<file path="src/rtl/alu_entry_sequencer.sv">
// Operand-entry front end: synchronizes and debounces the enter button, then steps
// through A / B / Op capture with one-cycle load strobes and a result-update strobe.
module alu_entry_sequencer #(
  parameter int WIDTH           = 8,
  parameter int DEBOUNCE_CYCLES = 1_000_000
) (
  input  logic             clk,
  input  logic             reset,
  input  logic [WIDTH-1:0] i_switches,
  input  logic             i_enter,
  input  logic             i_clear,
  output logic [WIDTH-1:0] o_data,
  output logic             o_load_A,
  output logic             o_load_B,
  output logic             o_load_Op,
  output logic             o_update_Res,
  output logic [3:0]       o_state_leds
);

  localparam int            CW       = $clog2(DEBOUNCE_CYCLES + 1);
  localparam logic [CW-1:0] CNT_LAST = CW'(DEBOUNCE_CYCLES - 1);

  typedef enum logic [2:0] {
    WAIT_A,
    WAIT_B,
    WAIT_OP,
    UPDATE,
    SHOW
  } state_t;

  logic          enter_s1, enter_s2;
  logic          clear_s1, clear_s2;
  logic          deb, deb_q;
  logic [CW-1:0] cnt;
  logic          press;

  state_t           state, state_n;
  logic [WIDTH-1:0] data_n;
  logic             load_a_n, load_b_n, load_op_n, update_n;
  logic [3:0]       leds_n;

  always_ff @(posedge clk) begin
    if (!reset) begin
      enter_s1 <= 1'b0;
      enter_s2 <= 1'b0;
      clear_s1 <= 1'b0;
      clear_s2 <= 1'b0;
      deb      <= 1'b0;
      deb_q    <= 1'b0;
      cnt      <= '0;
    end else begin
      enter_s1 <= i_enter;
      enter_s2 <= enter_s1;
      clear_s1 <= i_clear;
      clear_s2 <= clear_s1;
      deb_q    <= deb;
      // Level is accepted on the cycle the mismatch run would reach DEBOUNCE_CYCLES.
      if (enter_s2 != deb) begin
        if (cnt == CNT_LAST) begin
          deb <= enter_s2;
          cnt <= '0;
        end else begin
          cnt <= cnt + CW'(1);
        end
      end else begin
        cnt <= '0;
      end
    end
  end

  assign press = deb & ~deb_q;

  always_comb begin
    state_n   = state;
    data_n    = o_data;
    load_a_n  = 1'b0;
    load_b_n  = 1'b0;
    load_op_n = 1'b0;
    update_n  = 1'b0;
    case (state)
      WAIT_A: if (press) begin
        data_n   = i_switches;
        load_a_n = 1'b1;
        state_n  = WAIT_B;
      end
      WAIT_B: if (press) begin
        data_n   = i_switches;
        load_b_n = 1'b1;
        state_n  = WAIT_OP;
      end
      WAIT_OP: if (press) begin
        data_n    = i_switches;
        load_op_n = 1'b1;
        state_n   = UPDATE;
      end
      UPDATE: begin
        update_n = 1'b1;
        state_n  = SHOW;
      end
      SHOW: if (press) state_n = WAIT_A;
      default: state_n = WAIT_A;
    endcase
    // Clear overrides everything, including a press in the same cycle.
    if (clear_s2) begin
      state_n   = WAIT_A;
      data_n    = '0;
      load_a_n  = 1'b0;
      load_b_n  = 1'b0;
      load_op_n = 1'b0;
      update_n  = 1'b0;
    end
    case (state_n)
      WAIT_A:  leds_n = 4'b0001;
      WAIT_B:  leds_n = 4'b0010;
      WAIT_OP: leds_n = 4'b0100;
      default: leds_n = 4'b1000;
    endcase
  end

  always_ff @(posedge clk) begin
    if (!reset) begin
      state        <= WAIT_A;
      o_data       <= '0;
      o_load_A     <= 1'b0;
      o_load_B     <= 1'b0;
      o_load_Op    <= 1'b0;
      o_update_Res <= 1'b0;
      o_state_leds <= 4'b0001;
    end else begin
      state        <= state_n;
      o_data       <= data_n;
      o_load_A     <= load_a_n;
      o_load_B     <= load_b_n;
      o_load_Op    <= load_op_n;
      o_update_Res <= update_n;
      o_state_leds <= leds_n;
    end
  end

endmodule

</file>
<file path="config.mk">
export PLATFORM = sky130hd
export DESIGN_NAME = alu_entry_sequencer
export DESIGN_NICKNAME = d
export VERILOG_FILES = /design/src/rtl/alu_entry_sequencer.sv
export SDC_FILE = /design/constraint.sdc
export NUM_CORES = 1
export LEC_CHECK = 0
export ABC_AREA = 1
export CORE_MARGIN = 2
export CORE_UTILIZATION = 45
export DETAILED_ROUTE_END_ITERATION = 10
export HOLD_SLACK_MARGIN = 0.08
export PLACE_DENSITY = 0.68
export SETUP_SLACK_MARGIN = 0.3
export SYNTH_ARGS = -nofsm -noshare
export SYNTH_HDL_FRONTEND = slang
export SYNTH_SLANG_ARGS = --single-unit
</file>
<file path="constraint.sdc">
create_clock -name clk -period 2.4 [get_ports clk]
set_input_delay 0.36 -clock clk [delete_from_list [all_inputs] [get_ports clk]]
set_output_delay 0.36 -clock clk [all_outputs]
set_load 0.01 [all_outputs]
</file>
---- Yosys cells after proc, flatten, opt, wreduce, memory -nomap -nowiden ----
Index checks and enable logic that the tools add are counted.
word-level totals
  bits in registers ....................... 45
  input bits .............................. 12
  output and inout bits ................... 16
  logic and storage cells ................. 49
cells by class
  $add $sub $neg .......................... 1
  eq/ne operators ......................... 8
  multiplexer cells ....................... 9
  bitwise operators ....................... 7
  reduce and logical (&&, ||, !) cells .... 10
operators by type and width
  cell                                                                    number
  20-bit by 1-bit adder with 20-bit output (second input constant)        1
  20-bit equality test (second input constant)                            1
  3-bit 2-to-1 mux                                                        5
  3-bit case mux with 5 select lines                                      1
  3-bit OR reduction                                                      5
  4-bit case mux with 3 select lines                                      1
  3-bit by 2-bit equality test with 1-bit output (second input constant)  3
  3-bit by 1-bit equality test with 1-bit output (second input constant)  2
  3-bit zero test                                                         2
  1-bit inverter                                                          6
  2-bit AND reduction                                                     2
  3-bit equality test (second input constant)                             1
  1-bit 2-to-1 mux                                                        2
  2-bit OR reduction                                                      1
  1-bit AND                                                               1
  1-bit inequality test                                                   1

---- Depth between registers and ports, before layout ----
  depth in word-level cells ............... 7
  depth in mapped cells ................... 9
  gate-level depth less buffers ........... 9

---- Least setup slack after synthesis ----
Ideal clock, no wire load.
  kind .................................... reg-to-reg
  start point ............................. reg cnt[0]
  end point ............................... reg cnt[13]
  setup time .............................. 0.122 ns
  arrival time ............................ 1.207 ns
  data required time ...................... 2.278 ns
  path slack .............................. 1.072 ns
  stages on the path, launching flop included .. 10
  buffers on the path ..................... 1
  period minus slack after synthesis ...... 1.328 ns
  cell sequence ........................... dfxtp_1 ha_1 inv_1 nor2_2 nand2_1 nor2_1 nand3_1 nand2_2 buf_6 a21oi_1
between the ends
  longest elaborated chain between the ends .. 2
  elaborated cells on any way between the ends .. 3
  classes of those cells .................. 1 x add/sub; 1 x eq/ne; 1 x reduce/logical
ends and longest elaborated chain
  what                                                                                              line  text
  start: declaration                                                                                34    logic [CW-1:0] cnt;
  start signal: assignment                                                                          63    cnt <= cnt + CW'(1);
  parallel branches: the longest is 2 deep, another holds 20-bit by 1-bit adder with 20-bit output  n/a
Parallel ways; which one is timed is not known.
A chain may end at the register's enable or synchronous reset.

---- Worst setup path after layout ----
  start point ............................. reg cnt[0]
  end point ............................... reg cnt[10]
Same word-level chain as after synthesis.

==> impl_results.md <==
* Outcome: finished, final reports clean
* Synthesized cell area at about 1900 sq um
* Cell family with most CP delay: simple AND/OR/NAND/NOR gates
* Syn Nets at 286
* Kind of critical path: register to register
* Placed cells at about 350
* Worst vdd ir at 0.3555 mV
* Clk_lat worst skew at around 0.3 ns
* Final Setup Violations at 0
* Mean routed wirelength per cell at about 10 um
* Syn. warnings at 0
* CTS H-Tree Depth at 2
* Fin util at between 50 and 60%
* Overflow after GRT at 0
* Commonest cells after routing, fill and taps aside: nor2_1, nand2_1, dfxtp_1
* Reg clk slew, reported paths at 0.08 ns
* Core area at 4086 sq um
* FILL cells at between 400 and 500
* Setup crit start kind: register
* GR Util met2 at 25.85%
* Post_cts resized at 0
* Pwr Total at ~0.0014 W
* GRT Overall Usage at roughly 16%
* Final #Nets at 317
* Hold buffers post-CTS at 0
* DRC errors left at 0
* Met3 usage at roughly 3.6%
* DR pass1 iterations at 4
* Slowest cell on crit path: dfxtp_1
* Slowest Stage Delay on Critical Path at 0.38 ns
* Top Usage Layer GRT: met2
* Layout cell share with drive strength beyond 1 at just under 6%
* Avg Synthesized Cell Area at 7.127 sq um
* EDFF count, synth at 0
* Root buf cell: clkbuf_8
* First-pass GRT wire length at around 6500 um
* Post-CTS Setup Inserts at 0
* Post-synthesis sequential area ratio at 46.30%
* Slew Limit Fails at 0
* Setup Total Neg Slack at 0 ns
* CP endpoint kind: register
* Full die area at ~4900 sq um
* Final Cycle Share at 69.08%
* Cell variety after synth at 24
* Max frequency at roughly 0.6 GHz
* Register area at 900.9 sq um
* CTS buffer count at 5
* Initial Util at between 40% and 50%
* Worst-path maximum fanout at 20
* CP most frequent cell: nor2_1
* Cell Count, Final, Fillers Out at ~360
* Detailed Route WL at roughly 3700 um
* ANT nets after route at 0
* Vias in the first global route at between 1500 and 2000
* Final hold viol count at 0
* Buf+Inv Stages, Crit Path at 1
* Max-cap viol count at 0
* Worst Skew at 0.004622 ns
* RSZ-0062 raised after global routing: false
* Synth Instances at ~270
* I/O Buffers at 27
* Die H at 69.76 um
* Area growth from synthesis to layout at 21.42%
* DP HPWL at about 2700 um
* CTS sink count at 45
* Critical path arrival at around 1.8 ns
* Post-synth top flop: dfxtp_1
* Initial antenna violation count at 0
* Async SR Flop Fraction at 0%
* HP Class: register to register
* Met1 usage at a little over a fifth
* WP data required at roughly 2.6 ns
* Vias per cell at between 4 and 5
* Flops & latches, synth at 45
* Largest net degree at the start of global routing at 21
* Vias at 1666
* Number of inserted diodes at 0
* Relative slew slack at between 70% and 80%
* Lkg Pwr at between 0.9 and 1 nW
* DRT iter0 DRCs at just under 80
* IO Count at 28
* Max clock buf depth at 2
* Worst-path cell chain: ha_1 -> inv_1 -> nor2_2 -> nand2_1 -> nor2_1 -> nand3_1 -> nand2_2 -> nor2_1
* Worst-Margin Slew at ~0.40 ns
* Commonest non-fill, non-tap cell in the layout: nor2_1
* Crit path time final at between 1.5 and 2 ns
* # rows at 23
* Die width at between 60 and 70 um
* Multi-input logic area at between 800 and 900 sq um
* Gpl congestion at 0.8613
* CTS tree: yes
* Pwr/cell area at 575.4 nW/um^2
==> routing by layer <==
metal | vias to the layer above | share of wire (%) | wire (um)
met1 | 728 | 49 | 1811
met3 | 7 | 4.6 | 171
met2 | 37 | 45 | 1664
li1 | 894 | - | -
met4 | 0 | 2.1 | 77
met5 | - | 0 | 0
==> area by class of cell <==
class / count / share of cell area [%]
Inverter: 37 / 5.879
Sequential cell: 45 / 38.14
Clock buffer: 6 / 3.072
Clock inverter: 2 / 1.642
Timing Repair Buffer: 27 / 11.44
Multi-Input combinational cell: 188 / 37.18
Tap cell: 50 / 2.648
==> Yosys cell counts, types with 2 or more instances <==
library cell	count	area (sq um)
a21oi_1	8	40.04
buf_6	2	22.52
dfxtp_1	45	900.9
inv_1	37	138.9
nand2_1	59	221.5
nand2_2	2	12.51
nand3_1	14	70.07
nand3b_1	3	22.52
nand4_1	3	18.77
nor2_1	65	244.0
nor2_2	4	25.02
o21ai_0	12	60.06
xor2_1	8	70.07
==> power by group <==
part / switching [W] / total [W] / internal [W]
Sequential: 0.00000111 / 0.000750 / 0.000749
Combinational: 0.0000143 / 0.0000332 / 0.0000189
Clock: 0.000263 / 0.000576 / 0.000313
Total: 0.000278 / 0.00136 / 0.00108
==> worst register-to-register path, stage by stage (launching register included) <==
cell     delay [ns]
dfxtp_1        0.38
ha_1           0.23
inv_1          0.09
nor2_2         0.12
nand2_1        0.07
nor2_1         0.10
nand3_1        0.11
nand2_2        0.33
nor2_1         0.10
==> metrics by stage <==
step | hold WS, ns | worst slack (ns) | cell area, sq um
global route | 0.4476 | 0.5565 | 2362
CTS | 0.4217 | 0.7316 | 2362
detailed placement | 0.3990 | 0.5503 | 2251
finish | 0.4162 | 0.7422 | 2362
global placement | 0.3944 | 0.6001 | 2251
floorplan | 0.3905 | 1.072 | 1946
==> flip-flops by register name (all words and copies together) (netlist names) <==
signal and cells:
o_state_leds 4, o_load_B 1, clear_s1 1, enter_s2 1
o_load_Op 1, cnt 20, enter_s1 1, deb 1
clear_s2 1, deb_q 1, o_update_Res 1, o_load_A 1
o_data 8, state 3
==> final timing paths <==
path | slack [ns] | endpoint | from | cells past startpoint
setup / recovery | 0.74 | cnt[10] | cnt[0] | 8
hold / removal | 0.42 | clear_s2 | clear_s1 | 2
setup reg to reg | 0.74 | cnt[10] | cnt[0] | 8
hold reg to reg | 0.42 | clear_s2 | clear_s1 | 2
==> kinds of logic (layout without fill, tap and decap cells) <==
| logic type | Yosys count | after routing | synth area share [%] |
|---|---|---|---|
| AND/OR/NAND/NOR | 156 | 156 | 34.53 |
| adder cells (fa/ha/maj) | 1 | 1 | 0.6430 |
| AO/OA/AOI/OAI | 22 | 22 | 5.917 |
| XOR/XNOR | 9 | 9 | 4.052 |
| buffers and inverters | 40 | 72 | 8.553 |
| flip-flops | 45 | 45 | 46.30 |
(Power assumes the default switching activity.)
